--- src/rtl/clk_phase_ctrl_if.sv ---
// Purpose: bundles the control, configuration and status signals between the
//          adaptive clock-phase controller and its environment (error detector,
//          configuration registers and the delay stage).
// Ports:   master drives en/err_in/cfg_*, observes mode/delay_sel/state_o/sw_cnt;
//          slave (the controller) is the mirror image.
interface clk_phase_ctrl_if;
  // environment -> controller
  logic       en;          // adaptive-clocking enable, 0 forces IDLE
  logic       err_in;      // timing-warning pulse, sampled every cycle
  logic [3:0] cfg_win;     // monitoring window length minus one
  logic [3:0] cfg_thresh;  // errors per window that trigger LEAD, 0 disables
  logic [7:0] cfg_hold;    // LEAD hold length minus one

  // controller -> environment
  logic       mode;        // 1: adaptive selection active
  logic       delay_sel;   // 0: leading phase, 1: origin phase
  logic [1:0] state_o;     // 0 IDLE, 1 ORIGIN, 2 LEAD
  logic [7:0] sw_cnt;      // saturating count of ORIGIN->LEAD switches

  modport master (
    output en, err_in, cfg_win, cfg_thresh, cfg_hold,
    input  mode, delay_sel, state_o, sw_cnt
  );

  modport slave (
    input  en, err_in, cfg_win, cfg_thresh, cfg_hold,
    output mode, delay_sel, state_o, sw_cnt
  );
endinterface

--- src/rtl/clk_phase_ctrl.sv ---
// Purpose: adaptive clock-phase controller. Counts timing warnings inside a
//          programmable window and switches the delay stage to the leading
//          phase when a threshold is hit, holding it until the errors stop.
// Ports:   clk, rst (async, active-high); bus (slave modport) carries en,
//          err_in, cfg_win/cfg_thresh/cfg_hold in and mode, delay_sel,
//          state_o, sw_cnt out. All outputs come straight from flops.
module clk_phase_ctrl (
  input  logic             clk,
  input  logic             rst,
  clk_phase_ctrl_if.slave  bus
);

  typedef enum logic [1:0] {
    IDLE   = 2'd0,
    ORIGIN = 2'd1,
    LEAD   = 2'd2,
    BAD    = 2'd3   // unreachable encoding, recovers to IDLE
  } state_t;

  state_t     state;
  logic [3:0] win_cnt;
  logic [3:0] err_cnt;
  logic [7:0] hold_cnt;
  logic [7:0] sw_q;
  logic       mode_q;
  logic       dsel_q;

  // Error count including the current cycle's pulse. One extra bit so the
  // comparison against the threshold cannot wrap when err_cnt is saturated.
  logic [4:0] err_sum;
  logic       thresh_hit;
  logic       win_end;
  logic [3:0] err_next;
  logic [7:0] sw_next;

  assign err_sum    = {1'b0, err_cnt} + {4'b0000, bus.err_in};
  assign thresh_hit = (bus.cfg_thresh != 4'd0) &&
                      (err_sum >= {1'b0, bus.cfg_thresh});
  assign win_end    = (win_cnt == bus.cfg_win);
  assign err_next   = (err_cnt == 4'hF) ? 4'hF
                                        : err_cnt + {3'b000, bus.err_in};
  assign sw_next    = (sw_q == 8'hFF) ? 8'hFF : sw_q + 8'd1;

  // Single state machine. mode/delay_sel are registered together with the
  // next state so they always agree with state_o and have no input-to-output
  // combinational path. The reset value of delay_sel is 1, so asserting rst
  // in LEAD returns the delay stage to the origin phase without a clock edge.
  always_ff @(posedge clk or posedge rst) begin
    if (rst) begin
      state    <= IDLE;
      win_cnt  <= 4'd0;
      err_cnt  <= 4'd0;
      hold_cnt <= 8'd0;
      sw_q     <= 8'd0;
      mode_q   <= 1'b0;
      dsel_q   <= 1'b1;
    end else if (!bus.en) begin
      // Disable wins over every other transition.
      state    <= IDLE;
      win_cnt  <= 4'd0;
      err_cnt  <= 4'd0;
      hold_cnt <= 8'd0;
      mode_q   <= 1'b0;
      dsel_q   <= 1'b1;
    end else begin
      case (state)
        IDLE: begin
          state   <= ORIGIN;
          win_cnt <= 4'd0;
          err_cnt <= 4'd0;
          mode_q  <= 1'b1;
          dsel_q  <= 1'b1;
        end

        ORIGIN: begin
          if (thresh_hit) begin
            // Threshold reached: go to the leading phase on the next edge.
            state    <= LEAD;
            hold_cnt <= bus.cfg_hold;
            win_cnt  <= 4'd0;
            err_cnt  <= 4'd0;
            sw_q     <= sw_next;
            mode_q   <= 1'b1;
            dsel_q   <= 1'b0;
          end else if (win_end) begin
            // Window closes. The pulse on its last cycle was already folded
            // into err_sum above and did not reach the threshold, so it is
            // dropped with the rest of the window.
            win_cnt <= 4'd0;
            err_cnt <= 4'd0;
          end else begin
            win_cnt <= win_cnt + 4'd1;
            err_cnt <= err_next;
          end
        end

        LEAD: begin
          if (bus.err_in) begin
            // Any fresh warning restarts the hold period.
            hold_cnt <= bus.cfg_hold;
          end else if (hold_cnt == 8'd0) begin
            // Window/error counters were cleared on LEAD entry and are not
            // touched in LEAD, so ORIGIN restarts with a fresh window.
            state  <= ORIGIN;
            mode_q <= 1'b1;
            dsel_q <= 1'b1;
          end else begin
            hold_cnt <= hold_cnt - 8'd1;
          end
        end

        default: begin
          state    <= IDLE;
          win_cnt  <= 4'd0;
          err_cnt  <= 4'd0;
          hold_cnt <= 8'd0;
          mode_q   <= 1'b0;
          dsel_q   <= 1'b1;
        end
      endcase
    end
  end

  assign bus.mode      = mode_q;
  assign bus.delay_sel = dsel_q;
  assign bus.state_o   = state;
  assign bus.sw_cnt    = sw_q;

endmodule

--- src/flat_wrapper.sv ---
// flat-port wrapper written by rule: the top's interface ports become plain ports
module clk_phase_ctrl_flat 
  (clk, rst, bus_en, bus_err_in, bus_cfg_win, bus_cfg_thresh, bus_cfg_hold, bus_mode, bus_delay_sel, bus_state_o, bus_sw_cnt);
  clk_phase_ctrl_if bus_i ();
  input  logic clk;
  input  logic rst;
  input wire logic [$bits(bus_i.en)-1:0] bus_en;
  input wire logic [$bits(bus_i.err_in)-1:0] bus_err_in;
  input wire logic [$bits(bus_i.cfg_win)-1:0] bus_cfg_win;
  input wire logic [$bits(bus_i.cfg_thresh)-1:0] bus_cfg_thresh;
  input wire logic [$bits(bus_i.cfg_hold)-1:0] bus_cfg_hold;
  output wire logic [$bits(bus_i.mode)-1:0] bus_mode;
  output wire logic [$bits(bus_i.delay_sel)-1:0] bus_delay_sel;
  output wire logic [$bits(bus_i.state_o)-1:0] bus_state_o;
  output wire logic [$bits(bus_i.sw_cnt)-1:0] bus_sw_cnt;
  assign bus_i.en = bus_en;
  assign bus_i.err_in = bus_err_in;
  assign bus_i.cfg_win = bus_cfg_win;
  assign bus_i.cfg_thresh = bus_cfg_thresh;
  assign bus_i.cfg_hold = bus_cfg_hold;
  assign bus_mode = bus_i.mode;
  assign bus_delay_sel = bus_i.delay_sel;
  assign bus_state_o = bus_i.state_o;
  assign bus_sw_cnt = bus_i.sw_cnt;
  clk_phase_ctrl u_core (.clk(clk), .rst(rst), .bus(bus_i));
endmodule
--- config.mk ---
export PLATFORM = sky130hd
export DESIGN_NAME = clk_phase_ctrl_flat
export DESIGN_NICKNAME = d
export VERILOG_FILES = /design/src/rtl/clk_phase_ctrl_if.sv /design/src/rtl/clk_phase_ctrl.sv /design/src/flat_wrapper.sv
export SDC_FILE = /design/constraint.sdc
export NUM_CORES = 1
export LEC_CHECK = 0
export CORE_MARGIN = 2
export CORE_UTILIZATION = 53
export DETAILED_ROUTE_END_ITERATION = 6
export PLACE_DENSITY = 0.8
export SYNTH_ARGS = -nofsm -noshare
export SYNTH_HDL_FRONTEND = slang
export SYNTH_SLANG_ARGS = --single-unit
--- constraint.sdc ---
create_clock -name clk -period 2.9 [get_ports clk]
set_clock_uncertainty 0.1 [all_clocks]
set_input_delay 0.29 -clock clk [delete_from_list [all_inputs] [get_ports clk]]
set_output_delay 0.29 -clock clk [all_outputs]
set_load 0.02 [all_outputs]
==> out/metrics.json <==
{
  "worst_setup_path": {
    "critPathCaptureType": "flop",
    "critical_path.startpoint_type": "flop",
    "crit_top_cell": "ha_1",
    "timing.critical_path.arrival_ps": 2860,
    "cpLargestDelayFamily": "adder cells",
    "crit_path_cell_trace": "ha_1, ha_1, xor2_1, ha_1, a21o_1, a31oi_1, a2bb2oi_2, buf_4, nor4_1, mux2_1",
    "r2r_setup_slack_ps": 180,
    "critical_path.reg2reg.endpoint": "u_core.bus.sw_cnt[5]",
    "rr_worst_depth": 10,
    "reg_to_reg_start": "u_core.err_cnt[0]",
    "cp_data_required_time_ps": 3040,
    "crit_path_max_incr_delay_ps": 430,
    "setup.worst_path.class": "reg2reg",
    "master_of_the_slowest_instance_on_the_critical_path": "dfrtp_1",
    "cp.buffers_inverters": 1,
    "maximum_net_fanout_on_the_critical_path": 10
  },
  "synthesis": {
    "yosys_register_bits": 28,
    "async_flop_share_pct": 100,
    "yosysWarnings": 0,
    "post_synthesis_xor_xnor_area_fraction_pct": 4.16,
    "synth_fa_ha_area_share_pct": 9.23,
    "synth_top_family_by_area": "simple AND/OR/NAND/NOR gates",
    "synth_cell_type_count": 42,
    "synthesis.nets": 240,
    "ys_dominant_reg_cell": "dfrtp_1",
    "synth_compound_gate_area_share_pct": 13.5,
    "syn-mean-instance-area_um2": 9.21,
    "synth_simple_gate_area_share_pct": 21.8,
    "netlist_instances": 206,
    "mappedNetlistArea_mm2": 0.00190,
    "synth_enable_flop_cells": 0,
    "synth_sequential_area_ratio_pct": 37.0,
    "post_synthesis_mux_area_share_pct": 10.0
  },
  "sta": {
    "achievable_clock_frequency_mhz": 367,
    "setup_viol": 0,
    "period_needed_ps": 2720,
    "setup_total_negative_slack_ps": 0,
    "maxSlewHeadroom_pct": 59.0,
    "final-max-slew-violation-count": 0,
    "hold_viol": 0,
    "finalCritPeriodShare_pct": 93.9,
    "setup_repair_after_global_routing_missed_its_margin": "no",
    "max_slew.worst_pin.slew_ps": 610
  },
  "route": {
    "detailroute.via_count": 1566,
    "mean_routed_wirelength_per_cell_um": 13.7,
    "drt-vias-per-instance": 5.51,
    "drt.antenna.violating_nets": 0,
    "wl_um": 3900,
    "drc_errors": 0,
    "drt_pass1_iterations": 4,
    "drt_first_iter_violations": 114
  },
  "clock_network": {
    "clock_tree.buffer_depth": 2,
    "clkLatencyLatePin_ps": 330,
    "numClockSinks": 28,
    "holdBufCountCts": 0,
    "cts_root_buffer": "clkbuf_4",
    "h_tree_depth": 1,
    "tritoncts": "done",
    "cts_buffers": 3,
    "worst_setup_hold_path_clk_slew_ps": 150
  },
  "place": {
    "finalWeightedCongestion": 0.854,
    "place.detailed.hpwl_um": 2950,
    "buffers_on_ports": 31,
    "dpl-instance-area_mm2": 0.00226,
    "numPlacedInstances": 280
  },
  "floorplan": {
    "core_area_mm2": 0.00339,
    "total_i_o_pin_count": 32,
    "rows": 21,
    "chipWidth_um": 63.8,
    "die_h_um": 63.8,
    "start_util_pct": 56.0,
    "dieArea_mm2": 0.00407
  },
  "global_routing": {
    "m3_gr_usage_pct": 3.87,
    "gr-usage-met1_pct": 27.9,
    "grt_first_pass_wirelength_um": 6860,
    "grt_max_degree": 29,
    "met2_layer_usage_reported_by_global_route_pct": 36.2,
    "grtUsageTotal_pct": 21.3,
    "grt_busiest_layer": "met2",
    "grt-ovfl-total": 0,
    "vias_in_the_first_global_route": 1500,
    "grt_antenna_before_repair": 0
  },
  "cells_and_area": {
    "final_core_utilization_pct": 67.8,
    "most-common-layout-cells": "clkdlybuf4s50_1, nand2_1, dfrtp_1, inv_1, ha_1",
    "antennaDiodeCount": 0,
    "fillers": 276,
    "drive_above_1_share_pct": 10.5,
    "final_cell_count_no_fill": 284,
    "area_growth_synth_to_finish_pct": 21.1,
    "final_design_area_no_fill_mm2": 0.00230,
    "layout.nets": 273,
    "layout_commonest_cell": "clkdlybuf4s50_1"
  },
  "pwr": {
    "intPower_mw": 0.839,
    "power_leakage_nw": 1.02,
    "sequentialPowerShare_pct": 38.5,
    "clock_power_share_pct": 12.1,
    "total_switching_power_mw": 0.556,
    "comb_power_share_pct": 49.4,
    "irDropWorstVdd_mv": 0.509,
    "switching_share_pct": 39.8,
    "power_per_cell_area_mw_per_mm2": 607
  },
  "min_path": {
    "worstHoldPathType": "in2async"
  },
  "job": {
    "max_cap_violations": 0
  },
  "run_status": {
    "status": "finished, final reports clean"
  }
}
-- sequential cells by signal, indices dropped and copies added (netlist names) --
register,count
u_core.err_cnt,4
u_core.bus.delay_sel,1
u_core.bus.sw_cnt,8
u_core.bus.mode,1
u_core.win_cnt,4
u_core.hold_cnt,8
u_core.bus.state_o,2
-- metrics by stage --
step                power (mW)  hold WS, ps  worst slack (ps)
floorplan                 1.02          255               388
global placement          1.22          369             -71.8
detailed placement        1.23          384              -196
CTS                       1.41          199               161
global route              1.52          242              20.7
finish                    1.40          204               178
-- cells by family after synthesis --
family / count (synthesis)
DFF: 28
adders and majority gates: 14
xor gates and xnor gates: 9
muxes: 17
buffers and inverters: 21
AOI/OAI and AO/OA: 37
and+or+nand+nor: 80
-- metal layers --
layer / share of wire [%] / vias to the layer above / wire (µm)
met5: 0 / - / 0
li1: - / 795 / -
met1: 46 / 736 / 1810
met3: 3.8 / 2 / 147
met2: 49 / 33 / 1930
met4: 0.41 / 0 / 16
-- worst max-delay path by stage --
stage | to | cells past startpoint | slack (ps) | start
3_3_place_gp | u_core.bus.sw_cnt[5] | 11 | -70 | bus_err_in
6_report | u_core.bus.sw_cnt[5] | 10 | 180 | u_core.err_cnt[0]
2_1_floorplan | u_core.bus.sw_cnt[5] | 10 | 390 | u_core.err_cnt[0]
4_1_cts | u_core.bus.sw_cnt[6] | 10 | 160 | u_core.err_cnt[0]
3_5_place_dp | u_core.bus.sw_cnt[6] | 11 | -200 | bus_err_in
5_1_grt | u_core.err_cnt[1] | 10 | 20 | u_core.err_cnt[0]
-- synth_stat cells, types with 2 or more instances --
cell type	n	area (µm²)
nand4_1	4	25.0
xnor2_1	5	43.8
nor4_1	4	25.0
nand2b_1	6	37.5
xor2_1	4	35.0
clkbuf_1	6	22.5
o211ai_1	2	15.0
or3b_1	2	17.5
mux2_1	7	78.8
a41oi_1	2	17.5
nor2b_1	2	12.5
nor2_1	9	33.8
nand3_1	10	50.1
nor3_1	5	25.0
o21ai_0	13	65.1
a22oi_1	3	22.5
ha_1	14	175
nand2_1	30	113
inv_1	14	52.6
o22ai_1	2	12.5
a21o_1	3	22.5
and2_1	2	12.5
a21oi_1	3	15.0
mux2_2	9	101
dfrtp_1	27	676
a31oi_1	2	12.5
-- worst reg2reg max path, cell delays in order, from the launching register on --
cell	delay [ps]
dfrtp_1	430
ha_1	210
ha_1	210
xor2_1	160
ha_1	310
a21o_1	110
a31oi_1	40
a2bb2oi_2	190
buf_4	180
nor4_1	350
mux2_1	350
-- repair_timing --
item / in CTS / in global routing
setup buffers: 0 / 0
endpoints found under the hold margin: 0 / 0
endpoints found under the setup margin: 0 / 1
gates resized for setup: 0 / 1
-- power by group through the flow --
stage                     clock network (mW)  registers [mW]  logic, mW
after floorplan                            0           0.573      0.444
after global placement                     0           0.545      0.678
after detailed placement                   0           0.544      0.690
after CTS                              0.178           0.537      0.692
after global routing                   0.191           0.549      0.775
final                                  0.169           0.537      0.689
-- area by class of cell --
cell class / count / area (µm²) / area share (%)
clock buffers: 4 / 26.3 / 1.14
inverters: 14 / 52.6 / 2.29
multi-input cells: 157 / 1120 / 48.7
flip-flops and latches: 28 / 702 / 30.6
well taps: 46 / 57.6 / 2.51
repair buffers: 35 / 340 / 14.8
(Power assumes the default switching activity.)
==> patch (same settings) <==
Reset style: synchronous (`rst`), changed in one clocked block. Comments in the files are not updated.
--- a/src/rtl/clk_phase_ctrl.sv
+++ b/src/rtl/clk_phase_ctrl.sv
@@ -45,7 +45,7 @@
   // next state so they always agree with state_o and have no input-to-output
   // combinational path. The reset value of delay_sel is 1, so asserting rst
   // in LEAD returns the delay stage to the origin phase without a clock edge.
-  always_ff @(posedge clk or posedge rst) begin
+  always_ff @(posedge clk) begin
     if (rst) begin
       state    <= IDLE;
       win_cnt  <= 4'd0;
Behaviour: differs if rst is asserted again (counterexample within 4 cycles, from zero or initial values and one cycle with rst high); with rst held inactive, the same outputs for 10 cycles.
==> patch against the original RTL <==
- wire length is 11% higher
- synthesized area up 0.79%
- synthesized cell count is 12% higher
- fmax up 5.4%
- sequential cell count unchanged
- worst setup slack better by 140 ps
- cell area rose by 1.4%
- via count rose by 12%
- core utilization up 0.92 points
- critical path type is now input port to register
- largest cell class unchanged
Power is not compared: it rests on default switching activity, and its combinational part moved more than twofold at a synthesized area within 25%.
==> patch: results (changes against the original RTL) <==
clock_tree:
  cts.htree.levels: 1  # unchanged
  cts-root-buf: "clkbuf_4"
  cts.path.max_buffers: 2  # unchanged
  cts.repair.resized: 0  # unchanged
  clock_latency_ps: 340
  cts_setup_buffers: 0  # unchanged
  clkTransAtPathRegs_ps: 160
  numCtsBuffers: 3  # unchanged
place:
  port-buffer-count: 31  # unchanged
  dpl_cell_area_um2: 2280  # +0.50%
  dp_hpwl_mm: 3.22  # +9.0%
  place_congestion: 0.780  # -8.7%
layout:
  fillers: 291  # +5.4%
  finalNetCount: 297  # +8.8%
  drive_gt1_share_pct: 7.31  # -3.2 points
  n_antenna_cell: 0  # unchanged
pwr:
  cellPowerDensity_nw_per_um2: 356
  ir_drop_mv: 0.246
  total_leakage_power_nw: 0.877
setup_path:
  critPathMaxFanout: 14  # +4
  worstPathArrival_ps: 2750  # -110 ps
  critical-path-slowest-cell: "clkdlybuf4s50_1"
  crit_family: "compound AO/OA/AOI/OAI gates"
  ff2ff_setup_slack_ps: 320  # +140 ps
  slowest_delay_ps: 420
routing:
  drt-pass1-iter-count: 4  # unchanged
  wl_per_cell_um: 14.1  # +2.9%
  vias: 1760  # +12%
  first_iter_violations: 103  # -9.6%
synth:
  ys_seq_area_share_pct: 29.3  # -7.7 points
  yosys-top-cells-area: "dfxtp_1 (29%), ha_1 (10%), xnor2_1 (4.6%), a21oi_1 (4.5%), nand2_1 (4.3%)"
  synth_nets: 266  # +11%
  synth_ff_type: "dfxtp_1"
  synth_cell_types: 53  # +26%
  ys_warn_count: 0  # unchanged
  async_flop_share_pct: 0  # -100 points
  synthTopCellsByCount: "dfxtp_1 (28), nand2_1 (22), a21oi_1 (17), nor2_1 (17)"
global_route:
  antenna_found_initial: 0  # unchanged
  grt_pass1_wl_mm: 7.55  # +10%
  grt_usage_pct: 22.9  # +1.6 points
  grt_pass1_vias: 1703  # +14%
  grt_max_degree: 18  # -38%
outcome:
  status: "finished clean"
timing:
  fin_hold_ws_ps: 371  # +167 ps
  slew_headroom_pct: 49.5  # -9.5 points
min_path:
  hp-class: "register to register"
[patch: path summary, 6_finish.rpt]
kind,start,to,depth (start not counted)
setup reg to reg,u_core.err_cnt[0],u_core.bus.sw_cnt[6],9
hold / removal,u_core.bus.mode,u_core.bus.mode,2
setup / recovery,bus_err_in,u_core.bus.sw_cnt[6],10
hold reg to reg,u_core.bus.mode,u_core.bus.mode,2
[patch: per-layer routing]
layer	part of all wire, %	GRT usage, %
met1	47	27.8
met2	48	41.8
met3	3.1	2.82
met4	1.2	6.52
met5	0	0
[patch: logic make-up (layout without fill, tap and decap cells)]
family	after synthesis	after routing	share of synthesized area, %
AND/OR/NAND/NOR	91	91	25.7
multiplexers	2	2	1.05
adder cells (fa/ha/maj)	16	16	10.5
XOR/XNOR	11	11	5.04
buffers and inverters	22	52	4.71
AO/OA/AOI/OAI	60	60	23.8
flip-flops	28	28	29.3
[patch: layout make-up]
type	count	area share (%)
Inverter	11	1.77
Clock inverter	1	1.29
Multi-Input combinational cell	180	54.2
Sequential cell	28	24.1
Clock buffer	3	0.967
Tap cell	46	2.47
Timing Repair Buffer	37	15.3
[patch: metrics by stage]
stage	setup slack [ps]	power, mW	cells
finish	317	0.828	306
global route	54.5	0.866	306
detailed placement	-63.1	0.571	302
CTS	305	0.833	306
floorplan	586	0.503	230
global placement	-2.40	0.568	302
[patch: worst reg2reg max path, cell delays in order (launching register included)]
cell,delay [ps]
dfxtp_1,380
ha_1,210
ha_1,210
xor2_1,150
ha_1,300
nand2_1,60
o21ai_2,280
a21o_1,420
a41oi_1,170
a311oi_1,240
[patch: power by group]
| part | switching, mW | internal [mW] | leakage (nW) |
|---|---|---|---|
| Clock | 0.125 | 0.140 | 0.0279 |
| Sequential | 0.00774 | 0.391 | 0.226 |
| Combinational | 0.0868 | 0.0775 | 0.623 |
